### src/rtl/fwd_hazard_unit_pkg.sv
// rtl/fwd_hazard_unit_pkg.sv - opcode encodings, stall FSM states and helpers for fwd_hazard_unit
package fwd_hazard_unit_pkg;

  // RV32I major opcodes seen by the EX stage
  localparam logic [6:0] R_TYPE  = 7'b0110011;
  localparam logic [6:0] I_IMM   = 7'b0010011;
  localparam logic [6:0] I_LOAD  = 7'b0000011;
  localparam logic [6:0] I_JALR  = 7'b1100111;
  localparam logic [6:0] S_TYPE  = 7'b0100011;
  localparam logic [6:0] B_TYPE  = 7'b1100011;
  localparam logic [6:0] J_JAL   = 7'b1101111;
  localparam logic [6:0] U_LUI   = 7'b0110111;
  localparam logic [6:0] U_AUIPC = 7'b0010111;

  // Width of the load-use hold down-counter
  localparam int CNT_W = 16;

  typedef enum logic [0:0] {
    FWD_IDLE = 1'b0,
    FWD_HOLD = 1'b1
  } fwd_state_e;

  // Opcodes whose operand1 comes from rs1
  function automatic logic op_fwd_rs1(input logic [6:0] op);
    return (op == R_TYPE) || (op == B_TYPE) || (op == I_IMM) ||
           (op == I_LOAD) || (op == I_JALR) || (op == S_TYPE);
  endfunction

  // Opcodes whose operand2 comes from rs2 (others carry an immediate there)
  function automatic logic op_fwd_rs2_alu(input logic [6:0] op);
    return (op == R_TYPE) || (op == B_TYPE);
  endfunction

endpackage

### src/rtl/fwd_hazard_unit_if.sv
// rtl/fwd_hazard_unit_if.sv - ID/EX/forwarding bus between the pipeline and fwd_hazard_unit
interface fwd_hazard_unit_if #(
  parameter int XLEN    = 32,
  parameter int RA_W    = 5,
  parameter int NUM_FWD = 2
);
  logic                    isForw_ON;
  logic                    flush;
  logic                    id_valid;
  logic [RA_W-1:0]         id_rs1;
  logic [RA_W-1:0]         id_rs2;
  logic                    id_use_rs1;
  logic                    id_use_rs2;
  logic                    ex_regwrite;
  logic                    ex_is_load;
  logic [RA_W-1:0]         ex_rd;
  logic [6:0]              ex_op;
  logic [RA_W-1:0]         ex_rs1;
  logic [RA_W-1:0]         ex_rs2;
  logic [XLEN-1:0]         ex_data1;
  logic [XLEN-1:0]         ex_data2;
  logic [XLEN-1:0]         ex_sdata;
  logic [NUM_FWD-1:0]      fw_regwrite;
  logic [NUM_FWD*RA_W-1:0] fw_rd;
  logic [NUM_FWD*XLEN-1:0] fw_result;
  logic [XLEN-1:0]         operand1;
  logic [XLEN-1:0]         operand2;
  logic [XLEN-1:0]         sData;
  logic                    stall;
  logic                    bubble;
  logic [31:0]             fwd_cnt;
  logic [31:0]             stall_cnt;

  // Pipeline side: drives decode/execute state, consumes operands and stall control
  modport master (
    output isForw_ON, flush, id_valid, id_rs1, id_rs2, id_use_rs1, id_use_rs2,
           ex_regwrite, ex_is_load, ex_rd, ex_op, ex_rs1, ex_rs2,
           ex_data1, ex_data2, ex_sdata, fw_regwrite, fw_rd, fw_result,
    input  operand1, operand2, sData, stall, bubble, fwd_cnt, stall_cnt
  );

  // Hazard unit side
  modport slave (
    input  isForw_ON, flush, id_valid, id_rs1, id_rs2, id_use_rs1, id_use_rs2,
           ex_regwrite, ex_is_load, ex_rd, ex_op, ex_rs1, ex_rs2,
           ex_data1, ex_data2, ex_sdata, fw_regwrite, fw_rd, fw_result,
    output operand1, operand2, sData, stall, bubble, fwd_cnt, stall_cnt
  );
endinterface

### src/rtl/fwd_hazard_unit_fwd_sel.sv
// rtl/fwd_hazard_unit_fwd_sel.sv - priority match of one source register over the forwarding stages
module fwd_hazard_unit_fwd_sel #(
  parameter int XLEN    = 32,
  parameter int RA_W    = 5,
  parameter int NUM_FWD = 2
) (
  input  logic [RA_W-1:0]         rs,
  input  logic [NUM_FWD-1:0]      fw_regwrite,
  input  logic [NUM_FWD*RA_W-1:0] fw_rd,
  input  logic [NUM_FWD*XLEN-1:0] fw_result,
  output logic                    hit,
  output logic [XLEN-1:0]         value
);

  // Walk oldest to youngest so the lowest-index (youngest) match overrides; x0 never matches
  always_comb begin
    hit   = 1'b0;
    value = '0;
    for (int i = NUM_FWD - 1; i >= 0; i--) begin
      if (fw_regwrite[i] && (fw_rd[i*RA_W +: RA_W] == rs) && (rs != '0)) begin
        hit   = 1'b1;
        value = fw_result[i*XLEN +: XLEN];
      end
    end
  end

endmodule

### src/rtl/fwd_hazard_unit.sv
// rtl/fwd_hazard_unit.sv - EX operand forwarding and ID load-use stall control; FWD_PERF_CNT_EN adds perf counters
module fwd_hazard_unit
  import fwd_hazard_unit_pkg::*;
#(
  parameter int XLEN     = 32,
  parameter int RA_W     = 5,
  parameter int NUM_FWD  = 2,
  parameter int LOAD_LAT = 1
) (
  input logic            clk,
  input logic            reset,
  fwd_hazard_unit_if.slave bus
);

  logic            hit1, hit2;
  logic [XLEN-1:0] val1, val2;
  logic            fwd_op1, fwd_op2, fwd_sd;
  logic            rs1_cand, rs2_cand;
  logic            lu1, lu2, load_use;
  logic            raw1, raw2, raw_hazard;
  logic            hold_stall;
  logic            stall_int;
  fwd_state_e      state, state_nx;
  logic [CNT_W-1:0] cnt, cnt_nx;

  fwd_hazard_unit_fwd_sel #(.XLEN(XLEN), .RA_W(RA_W), .NUM_FWD(NUM_FWD)) u_sel_rs1 (
    .rs          (bus.ex_rs1),
    .fw_regwrite (bus.fw_regwrite),
    .fw_rd       (bus.fw_rd),
    .fw_result   (bus.fw_result),
    .hit         (hit1),
    .value       (val1)
  );

  fwd_hazard_unit_fwd_sel #(.XLEN(XLEN), .RA_W(RA_W), .NUM_FWD(NUM_FWD)) u_sel_rs2 (
    .rs          (bus.ex_rs2),
    .fw_regwrite (bus.fw_regwrite),
    .fw_rd       (bus.fw_rd),
    .fw_result   (bus.fw_result),
    .hit         (hit2),
    .value       (val2)
  );

  // Operand mux: pass-through unless forwarding is on and the opcode really reads the register
  always_comb begin
    fwd_op1 = 1'b0;
    fwd_op2 = 1'b0;
    fwd_sd  = 1'b0;
    if (bus.isForw_ON) begin
      fwd_op1 = hit1 && op_fwd_rs1(bus.ex_op);
      fwd_op2 = hit2 && op_fwd_rs2_alu(bus.ex_op);
      fwd_sd  = hit2 && (bus.ex_op == S_TYPE);
    end
  end

  assign bus.operand1 = fwd_op1 ? val1 : bus.ex_data1;
  assign bus.operand2 = fwd_op2 ? val2 : bus.ex_data2;
  assign bus.sData    = fwd_sd  ? val2 : bus.ex_sdata;

  assign rs1_cand = bus.id_valid && bus.id_use_rs1 && (bus.id_rs1 != '0);
  assign rs2_cand = bus.id_valid && bus.id_use_rs2 && (bus.id_rs2 != '0);

  assign lu1      = bus.ex_is_load && bus.ex_regwrite && (bus.ex_rd == bus.id_rs1);
  assign lu2      = bus.ex_is_load && bus.ex_regwrite && (bus.ex_rd == bus.id_rs2);
  assign load_use = bus.isForw_ON && ((rs1_cand && lu1) || (rs2_cand && lu2));

  // Without forwarding, any in-flight writer of an ID source is a hazard
  always_comb begin
    raw1 = bus.ex_regwrite && (bus.ex_rd == bus.id_rs1);
    raw2 = bus.ex_regwrite && (bus.ex_rd == bus.id_rs2);
    for (int i = 0; i < NUM_FWD; i++) begin
      if (bus.fw_regwrite[i] && (bus.fw_rd[i*RA_W +: RA_W] == bus.id_rs1)) raw1 = 1'b1;
      if (bus.fw_regwrite[i] && (bus.fw_rd[i*RA_W +: RA_W] == bus.id_rs2)) raw2 = 1'b1;
    end
  end

  assign raw_hazard = !bus.isForw_ON && ((rs1_cand && raw1) || (rs2_cand && raw2));

  // Stall FSM state and hold counter
  always_ff @(posedge clk or posedge reset) begin
    if (reset) begin
      state <= FWD_IDLE;
      cnt   <= '0;
    end else begin
      state <= state_nx;
      cnt   <= cnt_nx;
    end
  end

  // Next state: a load-use hit stalls immediately and holds for the remaining LOAD_LAT-1 cycles
  always_comb begin
    state_nx   = state;
    cnt_nx     = cnt;
    hold_stall = 1'b0;
    case (state)
      FWD_IDLE: begin
        if (!bus.flush && load_use) begin
          hold_stall = 1'b1;
          if (LOAD_LAT > 1) begin
            state_nx = FWD_HOLD;
            cnt_nx   = CNT_W'(LOAD_LAT - 1);
          end
        end
      end
      FWD_HOLD: begin
        if (bus.flush) begin
          state_nx = FWD_IDLE;
          cnt_nx   = '0;
        end else begin
          hold_stall = 1'b1;
          cnt_nx     = cnt - CNT_W'(1);
          if (cnt == CNT_W'(1)) state_nx = FWD_IDLE;
        end
      end
      default: begin
        state_nx = FWD_IDLE;
        cnt_nx   = '0;
      end
    endcase
  end

  // Flush wins over every stall source
  assign stall_int  = !bus.flush && (hold_stall || raw_hazard);
  assign bus.stall  = stall_int;
  assign bus.bubble = stall_int;

`ifdef FWD_PERF_CNT_EN
  logic [31:0] fwd_cnt_q, stall_cnt_q;

  // Event counters, free-running and wrapping
  always_ff @(posedge clk or posedge reset) begin
    if (reset) begin
      fwd_cnt_q   <= '0;
      stall_cnt_q <= '0;
    end else begin
      if (fwd_op1 || fwd_op2 || fwd_sd) fwd_cnt_q <= fwd_cnt_q + 32'd1;
      if (stall_int) stall_cnt_q <= stall_cnt_q + 32'd1;
    end
  end

  assign bus.fwd_cnt   = fwd_cnt_q;
  assign bus.stall_cnt = stall_cnt_q;
`else
  assign bus.fwd_cnt   = '0;
  assign bus.stall_cnt = '0;
`endif

endmodule
### src/flat_wrapper.sv
// flat-port wrapper written by rule: the top's interface ports become plain ports
module fwd_hazard_unit_flat import fwd_hazard_unit_pkg::*;
#(
  parameter int XLEN     = 32,
  parameter int RA_W     = 5,
  parameter int NUM_FWD  = 2,
  parameter int LOAD_LAT = 1
)
  (clk, reset, bus_isForw_ON, bus_flush, bus_id_valid, bus_id_rs1, bus_id_rs2, bus_id_use_rs1, bus_id_use_rs2, bus_ex_regwrite, bus_ex_is_load, bus_ex_rd, bus_ex_op, bus_ex_rs1, bus_ex_rs2, bus_ex_data1, bus_ex_data2, bus_ex_sdata, bus_fw_regwrite, bus_fw_rd, bus_fw_result, bus_operand1, bus_operand2, bus_sData, bus_stall, bus_bubble, bus_fwd_cnt, bus_stall_cnt);
  fwd_hazard_unit_if #(.XLEN(XLEN), .RA_W(RA_W), .NUM_FWD(NUM_FWD)) bus_i ();
  input logic clk;
  input logic reset;
  input wire logic [$bits(bus_i.isForw_ON)-1:0] bus_isForw_ON;
  input wire logic [$bits(bus_i.flush)-1:0] bus_flush;
  input wire logic [$bits(bus_i.id_valid)-1:0] bus_id_valid;
  input wire logic [$bits(bus_i.id_rs1)-1:0] bus_id_rs1;
  input wire logic [$bits(bus_i.id_rs2)-1:0] bus_id_rs2;
  input wire logic [$bits(bus_i.id_use_rs1)-1:0] bus_id_use_rs1;
  input wire logic [$bits(bus_i.id_use_rs2)-1:0] bus_id_use_rs2;
  input wire logic [$bits(bus_i.ex_regwrite)-1:0] bus_ex_regwrite;
  input wire logic [$bits(bus_i.ex_is_load)-1:0] bus_ex_is_load;
  input wire logic [$bits(bus_i.ex_rd)-1:0] bus_ex_rd;
  input wire logic [$bits(bus_i.ex_op)-1:0] bus_ex_op;
  input wire logic [$bits(bus_i.ex_rs1)-1:0] bus_ex_rs1;
  input wire logic [$bits(bus_i.ex_rs2)-1:0] bus_ex_rs2;
  input wire logic [$bits(bus_i.ex_data1)-1:0] bus_ex_data1;
  input wire logic [$bits(bus_i.ex_data2)-1:0] bus_ex_data2;
  input wire logic [$bits(bus_i.ex_sdata)-1:0] bus_ex_sdata;
  input wire logic [$bits(bus_i.fw_regwrite)-1:0] bus_fw_regwrite;
  input wire logic [$bits(bus_i.fw_rd)-1:0] bus_fw_rd;
  input wire logic [$bits(bus_i.fw_result)-1:0] bus_fw_result;
  output wire logic [$bits(bus_i.operand1)-1:0] bus_operand1;
  output wire logic [$bits(bus_i.operand2)-1:0] bus_operand2;
  output wire logic [$bits(bus_i.sData)-1:0] bus_sData;
  output wire logic [$bits(bus_i.stall)-1:0] bus_stall;
  output wire logic [$bits(bus_i.bubble)-1:0] bus_bubble;
  output wire logic [$bits(bus_i.fwd_cnt)-1:0] bus_fwd_cnt;
  output wire logic [$bits(bus_i.stall_cnt)-1:0] bus_stall_cnt;
  assign bus_i.isForw_ON = bus_isForw_ON;
  assign bus_i.flush = bus_flush;
  assign bus_i.id_valid = bus_id_valid;
  assign bus_i.id_rs1 = bus_id_rs1;
  assign bus_i.id_rs2 = bus_id_rs2;
  assign bus_i.id_use_rs1 = bus_id_use_rs1;
  assign bus_i.id_use_rs2 = bus_id_use_rs2;
  assign bus_i.ex_regwrite = bus_ex_regwrite;
  assign bus_i.ex_is_load = bus_ex_is_load;
  assign bus_i.ex_rd = bus_ex_rd;
  assign bus_i.ex_op = bus_ex_op;
  assign bus_i.ex_rs1 = bus_ex_rs1;
  assign bus_i.ex_rs2 = bus_ex_rs2;
  assign bus_i.ex_data1 = bus_ex_data1;
  assign bus_i.ex_data2 = bus_ex_data2;
  assign bus_i.ex_sdata = bus_ex_sdata;
  assign bus_i.fw_regwrite = bus_fw_regwrite;
  assign bus_i.fw_rd = bus_fw_rd;
  assign bus_i.fw_result = bus_fw_result;
  assign bus_operand1 = bus_i.operand1;
  assign bus_operand2 = bus_i.operand2;
  assign bus_sData = bus_i.sData;
  assign bus_stall = bus_i.stall;
  assign bus_bubble = bus_i.bubble;
  assign bus_fwd_cnt = bus_i.fwd_cnt;
  assign bus_stall_cnt = bus_i.stall_cnt;
  fwd_hazard_unit #(.XLEN(XLEN), .RA_W(RA_W), .NUM_FWD(NUM_FWD), .LOAD_LAT(LOAD_LAT)) u_core (.clk(clk), .reset(reset), .bus(bus_i));
endmodule
### config.mk
export PLATFORM = sky130hd
export DESIGN_NAME = fwd_hazard_unit_flat
export DESIGN_NICKNAME = d
export VERILOG_FILES = /design/src/rtl/fwd_hazard_unit_pkg.sv /design/src/rtl/fwd_hazard_unit_if.sv /design/src/rtl/fwd_hazard_unit_fwd_sel.sv /design/src/rtl/fwd_hazard_unit.sv /design/src/flat_wrapper.sv
export SDC_FILE = /design/constraint.sdc
export NUM_CORES = 1
export LEC_CHECK = 0
export ABC_CLOCK_PERIOD_IN_PS = 6850
export CAP_MARGIN = 0
export CORE_AREA = 2 2 145 147
export CTS_CLUSTER_SIZE = 12
export DETAILED_ROUTE_END_ITERATION = 6
export DIE_AREA = 0 0 147 149
export GPL_ROUTABILITY_DRIVEN = 0
export PLACE_DENSITY = 0.52
export SYNTH_ARGS = -nofsm -noshare
export SYNTH_HDL_FRONTEND = slang
export SYNTH_SLANG_ARGS = --single-unit
### constraint.sdc
create_clock -name clk -period 6.85 [get_ports clk]
set_clock_uncertainty 0.05 [all_clocks]
set_input_delay 1.37 -clock clk [delete_from_list [all_inputs] [get_ports clk]]
set_output_delay 1.37 -clock clk [all_outputs]
set_load 0.01 [all_outputs]
; ---- Word-level counts from Yosys, hierarchy flattened
; Index checks and enable logic that the tools add are counted.
[totals]
reg_bits = 17
input_bits = 213
output_inout_bits = 162
wordCells = 92
[classes]
n_reduce_logical = 46
n_bitwise = 1
addsub = 1
eq_ne = 17
mux = 25
[ops]
columns = op, count
row1 = $mux 32, 7
row2 = $eq 5x5->1, 10
row3 = $logic_and 1x1->1, 32
row4 = $reduce_bool 5->1, 4
row5 = $eq 16x1->1 const B, 1
row6 = $mux 1, 16
row7 = $mux 16, 1
row8 = $sub 16x1->16 const B, 1
row9 = $eq 7x6->1 const B, 2
row10 = $eq 7x7->1 const B, 2
row11 = $logic_or 1x1->1, 8
row12 = $eq 7x2->1 const B, 1
row13 = $eq 7x5->1 const B, 1
row14 = $logic_not 1->1, 2
row15 = $pmux 1 s2, 1
row16 = $not 1->1, 1

; ---- Longest topological paths before layout
; Gate-level depths: netlist (run 1).
[logic_depth]
depth_word = 10
ltp_mapped = 8
ltp_nobuf = 6

; ---- Modules after synthesis
; Synthesis (run 1) repeated with hierarchy kept, for this count alone.
[unflattened]
hier_cells = 508
area_unflattened_um2 = 4849.7
[by_module_without_submodules]
columns = module, instances, cells_per_inst, seq_area_each_um2, area_each_um2
row1 = fwd_hazard_unit, 1, 318, 425.4, 2900.3
row2 = fwd_hazard_unit_fwd_sel, 2, 95, 0.0, 974.7

; ---- Worst setup path before layout (run 1)
; No wires, ideal clock.
[synth_timing]
path_kind = in2out
from = in bus_ex_rs2[1]
to = out bus_sData[3]
t_arrival_ns = 2.912
n_path_buf = 2
path_slack_ns = 2.518
required_ns = 5.430
path_stages = 8
path_cell_list = or4_4 nor2_4 nor4_4 nor2b_2 buf_6 buf_6 a22oi_2 o21ai_0
[synth_between]
elab_chain_cells = 8
word_cells_on_any_way = 14
cone_classes = 2 x eq/ne / 6 x mux / 6 x reduce/logical
[synth_lines]
columns = item, line
row1 = "start, declared", flat_wrapper.sv:25  ; input wire logic [$bits(bus_i.ex_rs2)-1:0] bus_ex_rs2;
row2 = $eq 5x5->1, fwd_hazard_unit_fwd_sel.sv:20  ; if (fw_regwrite[i] && (fw_rd[i*RA_W +: RA_W] == rs) && (rs != '0)) begin
row3 = $logic_and 1x1->1 (2 in a row), fwd_hazard_unit_fwd_sel.sv:20
row4 = $mux 1 (2 in a row), fwd_hazard_unit_fwd_sel.sv:20
row5 = $logic_and 1x1->1, fwd_hazard_unit.sv:52  ; fwd_sd = hit2 && (bus.ex_op == S_TYPE);
row6 = $mux 1, fwd_hazard_unit.sv:49  ; if (bus.isForw_ON) begin
row7 = $mux 32 (*), fwd_hazard_unit.sv:58  ; assign bus.sData = fwd_sd ? val2 : bus.ex_sdata;
row8 = "end, declared", flat_wrapper.sv:34  ; output wire logic [$bits(bus_i.sData)-1:0] bus_sData;
; Every way passes the cells marked *; elsewhere a longest branch is shown, timed or not.

; ---- Worst setup path after layout (run 1)
[layout_timing]
from = in bus_fw_rd[2]
to = out bus_sData[0]
[layout_between]
elab_chain_cells = 7
word_cells_on_any_way = 8
cone_classes = 1 x eq/ne / 4 x mux / 3 x reduce/logical
[layout_lines]
columns = item, line
row1 = "start, declared", flat_wrapper.sv:30  ; input wire logic [$bits(bus_i.fw_rd)-1:0] bus_fw_rd;
row2 = $eq 5x5->1 (*), fwd_hazard_unit_fwd_sel.sv:20
row3 = $logic_and 1x1->1 (*) (2 in a row), fwd_hazard_unit_fwd_sel.sv:20
row4 = $mux 1, fwd_hazard_unit_fwd_sel.sv:20
row5 = $logic_and 1x1->1, fwd_hazard_unit.sv:52
row6 = $mux 1, fwd_hazard_unit.sv:49
row7 = $mux 32 (*), fwd_hazard_unit.sv:58
; Marked as above.

==> results of run 1 <==
## layout by cell type, fill, tap and decap left out, drive strengths merged, types with 2 or more instances in the layout
| master | synthesis | layout |
|---|---|---|
| a21oi | 4 | 4 |
| a22oi | 32 | 32 |
| a31oi | 3 | 3 |
| and3 | 2 | 2 |
| buf | 89 | 6 |
| clkbuf | 5 | 3 |
| clkdlybuf4s50 | 0 | 310 |
| conb | 1 | 64 |
| dfrtp | 17 | 17 |
| ha | 2 | 2 |
| inv | 6 | 6 |
| mux2i | 33 | 33 |
| nand2 | 99 | 99 |
| nand2b | 3 | 3 |
| nand3 | 2 | 2 |
| nand4 | 4 | 4 |
| nor2 | 14 | 14 |
| nor3 | 6 | 6 |
| nor4 | 14 | 14 |
| o211ai | 5 | 5 |
| o21ai | 103 | 103 |
| o22ai | 2 | 2 |
| or3 | 3 | 3 |
| or4 | 7 | 7 |
| xnor2 | 27 | 27 |
| xor2 | 33 | 33 |
## power breakdown
| part | switching, mW | internal, mW | total, mW |
|---|---|---|---|
| Clock | 0.0395 | 0.0781 | 0.118 |
| Combinational | 0.132 | 0.192 | 0.324 |
| Sequential | 0 | 0.101 | 0.101 |
| Total | 0.171 | 0.371 | 0.542 |
## final timing paths
check | slack, ns | cells after the start | start | endpoint
max | 1.07 | 8 | bus_fw_rd[2] | bus_sData[0]
min | 0.49 | 2 | u_core.cnt[14]$_DFFE_PP0P_ | u_core.cnt[14]$_DFFE_PP0P_
max reg2reg | 4.82 | 5 | u_core.cnt[7]$_DFFE_PP0P_ | u_core.cnt[15]$_DFFE_PP0P_
min reg2reg | 0.49 | 2 | u_core.cnt[14]$_DFFE_PP0P_ | u_core.cnt[14]$_DFFE_PP0P_
max in group asynchronous | 4.88 | 2 | reset | u_core.cnt[1]$_DFFE_PP0P_
min in group asynchronous | 1.45 | 2 | reset | u_core.cnt[5]$_DFFE_PP0P_
## kinds of logic after synthesis
logic type / Yosys count / synth area share (%)
flops: 17 / 11.0
fa+ha+maj: 2 / 0.647
compound gates: 153 / 28.1
other cells: 1 / 0.0970
xor+xnor: 60 / 13.6
mux: 33 / 8.54
buf+inv: 100 / 17.6
simple gates: 159 / 20.4
## final cells by class
class | instances | area [um^2]
Multi-Input combinational cell | 471 | 3000
Sequential cell | 17 | 425
Inverter | 6 | 22.5
Clock buffer | 3 | 75.1
Timing Repair Buffer | 316 | 3190
Clock inverter | 1 | 5.00
Tap cell | 275 | 344
Fill cell | 2205 | 13500
## metrics by stage
step | util (%) | worst slack (ns) | std cells | hold WS [ns]
floorplan | - | 2.52 | 588 | 0.452
global placement | 34.0 | 1.03 | 1085 | 0.473
detailed placement | 34.0 | 0.998 | 1085 | 0.479
CTS | 34.3 | 1.01 | 1089 | 0.492
global route | 34.3 | 0.860 | 1089 | 0.533
finish | 34.3 | 1.07 | 1089 | 0.489
## routing by layer
layer	vias to the layer above	wire length [um]	track usage, %
li1	2306	-	-
met1	2060	7170	18.9
met2	172	9280	28.2
met3	12	1090	2.97
met4	0	165	1.63
met5	-	0	0
## flip-flops by register name, indices dropped and copies added, names as in the netlist
name          flops
u_core.cnt       16
u_core.state      1
## critical path: stages
cell and delay (ns):
clkdlybuf4s50_1 0.61, xnor2_1 0.15, nand4_1 0.16, nor4_4 0.42
buf_4 0.61, a22oi_1 0.22, o21ai_0 0.22, clkdlybuf4s50_1 0.56
==> out/qor.tcl, run 1 <==
set qor(fin_crit_sh_pct) 84.4
set qor(placementRows) 53
set qor(power.density_cell_area_nw_per_um2) 76.8
set qor(htree_num_levels) 1
set qor(cts.sinks) 17
set qor(run_status) {complete, no violations}
set qor(cts_tree) {done}
set qor(post_dp_cell_area_um2) 6980
set qor(nNetsFinal) 1030
set qor(tritoncts.num_buffers) 3
set qor(synth_seq_area_share_pct) 11.0
set qor(worst_setup_path_class) {in2out}
set qor(antenna_cells_inserted) 0
set qor(dr_total_vias) 4550
set qor(worst_setup_path_start_kind) {primary input}
set qor(rsz0062_at_grt) {false}
set qor(clockBufferDepth) 2
set qor(grt_pass1_vias) 4456
set qor(setup_tns_ns) 0
set qor(synth.cells.most_frequent) {nand2_1, buf_4, o21ai_1}
set qor(max_slew.worst_pin.slew_ns) 0.699
set qor(share_of_final_layout_standard_cells_stronger_than_drive_strength_1_pct) 6.51
set qor(clock_pin_transition_on_the_worst_setup_and_hold_timing_paths_ns) 0.05
set qor(number_of_cells_upsized_or_downsized_after_cts) 0
set qor(synth_top_flop_cell) {dfrtp_1}
set qor(yosys_register_bits) 17
set qor(drt-vias-per-instance) 4.18
set qor(crit_path_end_kind) {primary output}
set qor(netlist_instances) 525
set qor(setup-violations-final) 0
set qor(portBuffers) 310
set qor(min_period_ns) 5.78
set qor(p_leak_nw) 2.64
set qor(synth_most_common_cell) {nand2_1}
set qor(die-height_um) 149
set qor(chipWidth_um) 147
set qor(io_pins) 375
set qor(dr.pass1.iters) 4
set qor(mappedNetlistArea_um2) 3870
set qor(post_synth_main_area_contributors) {buf_4, dfrtp_1, nand2_1}
set qor(yosys.area.top_type) {buf_4}
set qor(grt_usage_pct) 15.2
set qor(yosys_warnings) 0
set qor(netlist-cell-type-count) 46
set qor(post_cts_hold_buffer_count) 0
set qor(vdd_drop_max_mv) 0.0714
set qor(synth_top_area_share_pct) 12.8
set qor(avgSynthCellArea_um2) 7.37
set qor(antenna_left) 0
set qor(detailed_place_hpwl_mm) 14.9
set qor(fin_total_pwr_mw) 0.542
set qor(antenna_violations_before_repair) 0
set qor(cts_setup_buffers) 0
set qor(timing_max_transition_violations_final) 0
set qor(fmaxAchievable_mhz) 173
set qor(crit_fanout) 32
set qor(worstSkewPairLatency_ns) 0.25
set qor(async_set_or_reset_flop_fraction_in_the_synthesized_netlist_pct) 100
set qor(overflow) 0
set qor(drt-total-wl_mm) 17.7
set qor(slew_headroom_pct) 53.1
set qor(class_of_the_tightest_hold_or_removal_check) {reg2reg}
set qor(worst_ep_required_time_ns) 5.43
set qor(final_hold_viols) 0
set qor(wire_length_of_the_first_global_routing_pass_mm) 26.2
set qor(cts_root_buffer) {clkbuf_16}
set qor(synth-edff-count) 0
set qor(cap_viol_max_count) 0
set qor(areaGrowthSynthToFinish_pct) 82.5
set qor(die_area_um2) 21900
set qor(standard_cell_core_area_um2) 20600
set qor(initial_core_util_pct) 18.8
set qor(post-route-drc-count) 0
set qor(grt_max_degree) 65
set qor(finalInstanceArea_um2) 7060
set qor(drt_iter0_markers) 190
set qor(avgRoutedWirePerCell_um) 16.3
set qor(crit_arrival_ns) 4.36
No activity file was read; power rests on OpenSTA's default activity.
==> run 2, diff against run 1 <==
--- a/config.mk
+++ b/config.mk
@@ -5,14 +5,14 @@
 export SDC_FILE = /design/constraint.sdc
 export NUM_CORES = 1
 export LEC_CHECK = 0
-export ABC_CLOCK_PERIOD_IN_PS = 6850
+export ABC_CLOCK_PERIOD_IN_PS = 5000
 export CAP_MARGIN = 0
-export CORE_AREA = 2 2 145 147
+export CORE_AREA = 2 2 144 146
 export CTS_CLUSTER_SIZE = 12
 export DETAILED_ROUTE_END_ITERATION = 6
-export DIE_AREA = 0 0 147 149
+export DIE_AREA = 0 0 146 148
 export GPL_ROUTABILITY_DRIVEN = 0
-export PLACE_DENSITY = 0.52
+export PLACE_DENSITY = 0.54
 export SYNTH_ARGS = -nofsm -noshare
 export SYNTH_HDL_FRONTEND = slang
 export SYNTH_SLANG_ARGS = --single-unit
==> constraint.sdc (replaced) <==
create_clock -name clk -period 5 [get_ports clk]
set_clock_uncertainty 0.05 [all_clocks]
set_input_delay 1 -clock clk [delete_from_list [all_inputs] [get_ports clk]]
set_output_delay 1 -clock clk [all_outputs]
set_load 0.01 [all_outputs]
==> out/qor.tcl, run 2 (same netlist as run 1, synthesis figures left out) <==
set qor(worst_ep_required_time_ns) 3.95 ;# -1.48 ns
set qor(layout_commonest_cell) {clkdlybuf4s50_1}
set qor(hold-path-cell-count) 2 ;# unchanged
set qor(chipWidth_um) 146 ;# -0.68%
set qor(setup-violations-final) 0 ;# unchanged
set qor(avgRoutedWirePerCell_um) 16.4 ;# +0.55%
set qor(end_point_of_the_worst_hold_path) {u_core.cnt[14]$_DFFE_PP0P_}
set qor(power.density_cell_area_nw_per_um2) 105 ;# +36%
set qor(crit_arrival_ns) 3.73 ;# -0.63 ns
set qor(cap_viol_max_count) 0 ;# unchanged
set qor(htree_num_levels) 1 ;# unchanged
set qor(finalCoreUtilization_pct) 36.1 ;# +1.8 points
set qor(dr.pass1.iters) 4 ;# unchanged
set qor(grt_usage_pct) 15.7 ;# +0.44 points
set qor(nNetsFinal) 1050 ;# +1.9%
set qor(wire_length_of_the_first_global_routing_pass_mm) 26.9 ;# +2.8%
set qor(post_cts_hold_buffer_count) 0 ;# unchanged
set qor(timing.hold.worst.start) {u_core.cnt[14]$_DFFE_PP0P_}
set qor(worstSkewPairLatency_ns) 0.25 ;# about the same
set qor(vdd_drop_max_mv) 0.0819 ;# +15%
set qor(clockBufferDepth) 2 ;# unchanged
set qor(class_of_the_tightest_hold_or_removal_check) {reg2reg}
set qor(reg_top3) {u_core.cnt: 16 flops, u_core.state: 1 flops}
set qor(portBuffers) 310 ;# unchanged
set qor(io_pins) 375 ;# unchanged
set qor(drt-vias-per-instance) 4.21 ;# +0.79%
set qor(worst_setup_path_start_kind) {primary input}
set qor(cts_root_buffer) {clkbuf_16}
set qor(overflow) 0 ;# unchanged
set qor(share_of_final_layout_standard_cells_stronger_than_drive_strength_1_pct) 8.75 ;# +2.2 points
set qor(cts_tree) {done}
set qor(standard_cell_core_area_um2) 20000 ;# -2.5%
set qor(clock_pin_transition_on_the_worst_setup_and_hold_timing_paths_ns) 0.06 ;# about the same
set qor(final_hold_viols) 0 ;# unchanged
set qor(detailedPlace.worstSlack_ns) 0.163 ;# -0.835 ns
set qor(top_register) {u_core.cnt}
set qor(post-route-drc-count) 0 ;# unchanged
set qor(timing_max_transition_violations_final) 0 ;# unchanged
set qor(slew_headroom_pct) 55.7 ;# +2.7 points
set qor(setup_tns_ns) 0 ;# unchanged
set qor(antenna_cells_inserted) 0 ;# unchanged
set qor(crit_fanout) 8 ;# -75%
set qor(timing.reg2reg.setup_slack_ns) 2.96 ;# -1.86 ns
set qor(number_of_cells_upsized_or_downsized_after_cts) 0 ;# unchanged
set qor(flip_flop_count_of_the_largest_register_all_copies_and_words_added) 16 ;# unchanged
set qor(worst_setup_path_class) {in2out}
set qor(initial_core_util_pct) 19.3 ;# +0.49 points
set qor(placementRows) 52 ;# -1.9%
set qor(reg2reg_depth) 5 ;# unchanged
set qor(fin_crit_sh_pct) 95.7
set qor(dr_total_vias) 4649 ;# +2.2%
set qor(areaGrowthSynthToFinish_pct) 87.3
set qor(max_slew.worst_pin.slew_ns) 0.663 ;# -0.0354 ns
set qor(fmaxAchievable_mhz) 209
set qor(min_period_ns) 4.78
set qor(drt_iter0_markers) 153 ;# -19%
set qor(rsz0062_at_grt) {false}
set qor(tritoncts.num_buffers) 3 ;# unchanged
set qor(p_leak_nw) 2.74 ;# +3.9%
set qor(detailed_place_hpwl_mm) 15.6 ;# +4.9%
set qor(most-common-layout-cells) {clkdlybuf4s50_1, nand2_1, conb_1}
set qor(grt_max_degree) 43 ;# -34%
set qor(run_status) {complete, no violations}
set qor(drt-total-wl_mm) 18.1 ;# +1.9%
set qor(cts_setup_buffers) 0 ;# unchanged
set qor(antenna_violations_before_repair) 0 ;# unchanged
set qor(cts.sinks) 17 ;# unchanged
set qor(crit_path_end_kind) {primary output}
set qor(rr_startpoint) {u_core.cnt[7]$_DFFE_PP0P_}
set qor(final_setup_margin_ns) 0.216 ;# -0.853 ns
set qor(antenna_left) 0 ;# unchanged
set qor(regToRegEndpoint) {u_core.cnt[15]$_DFFE_PP0P_}
set qor(die-height_um) 148 ;# -0.67%
set qor(grt_pass1_vias) 4640 ;# +4.1%
set qor(die_area_um2) 21600 ;# -1.3%
run 2: changes by cell type in the layout (fill, tap and decap cells not counted):
cell        before  now
clkinvlp_4       0    1
buf_4            3   20
clkinv_2         1    0
buf_12           3    6
run 2: metal layers:
layer  up-vias  GRT usage (%)  part of all wire, %
met5         -              0                    0
met4         0           2.82                  1.6
met3        16           3.58                  6.6
met2       176           28.3                   51
met1      2109           19.3                   41
li1       2348              -                    -
run 2: how the worst max path moves through the flow:
| stage | start | end | slack [ns] | cells after the start |
|---|---|---|---|---|
| after floorplan | bus_ex_rs2[1] | bus_sData[3] | 1.41 | 8 |
| final | bus_ex_rs2[1] | bus_sData[3] | 0.22 | 9 |
| after global routing | bus_fw_rd[4] | bus_operand1[5] | 0.04 | 9 |
| after CTS | bus_ex_rs2[1] | bus_sData[3] | 0.17 | 9 |
| after detailed placement | bus_ex_rs2[1] | bus_sData[3] | 0.16 | 9 |
| after global placement | bus_fw_rd[3] | bus_operand1[4] | 0.18 | 9 |
run 2: metrics by stage:
stage / hold slack, ns / power, mW / cell area, um^2 / cells
2_1_floorplan: 0.452 / 0.321 / 4100 / 588
3_3_place_gp: 0.473 / 0.594 / 7160 / 1100
3_5_place_dp: 0.483 / 0.594 / 7160 / 1100
4_1_cts: 0.497 / 0.764 / 7240 / 1104
5_1_grt: 0.531 / 0.803 / 7240 / 1104
6_report: 0.501 / 0.757 / 7240 / 1104
run 2: cell type report:
class | count | area (um^2)
fill | 2159 | 12800
timing repair buffer | 336 | 3370
multi-input combinational | 471 | 3000
sequential | 17 | 425
tap | 270 | 338
clock buffer | 3 | 75.1
inverter | 6 | 22.5
clock inverter | 1 | 7.51
run 2: critical path: stages:
cell,delay (ns)
clkdlybuf4s50_1,0.48
or4_4,0.58
nor2_4,0.15
nor4_4,0.11
nor2b_4,0.28
buf_4,0.26
a22oi_2,0.08
o21ai_0,0.21
clkdlybuf4s50_1,0.57
run 2: report_power, final:
part,internal (mW),switching (mW)
combinational,0.271,0.183
clock,0.108,0.0576
sequential,0.138,0
==> run 3, diff against run 2 <==
--- a/config.mk
+++ b/config.mk
@@ -8,6 +8,7 @@
 export ABC_CLOCK_PERIOD_IN_PS = 5000
 export CAP_MARGIN = 0
 export CORE_AREA = 2 2 144 146
+export CTS_CLUSTER_DIAMETER = 30
 export CTS_CLUSTER_SIZE = 12
 export DETAILED_ROUTE_END_ITERATION = 6
 export DIE_AREA = 0 0 146 148
==> results of run 3 <==
Same layout as run 2: the final DEF is identical, and so are final timing and power.
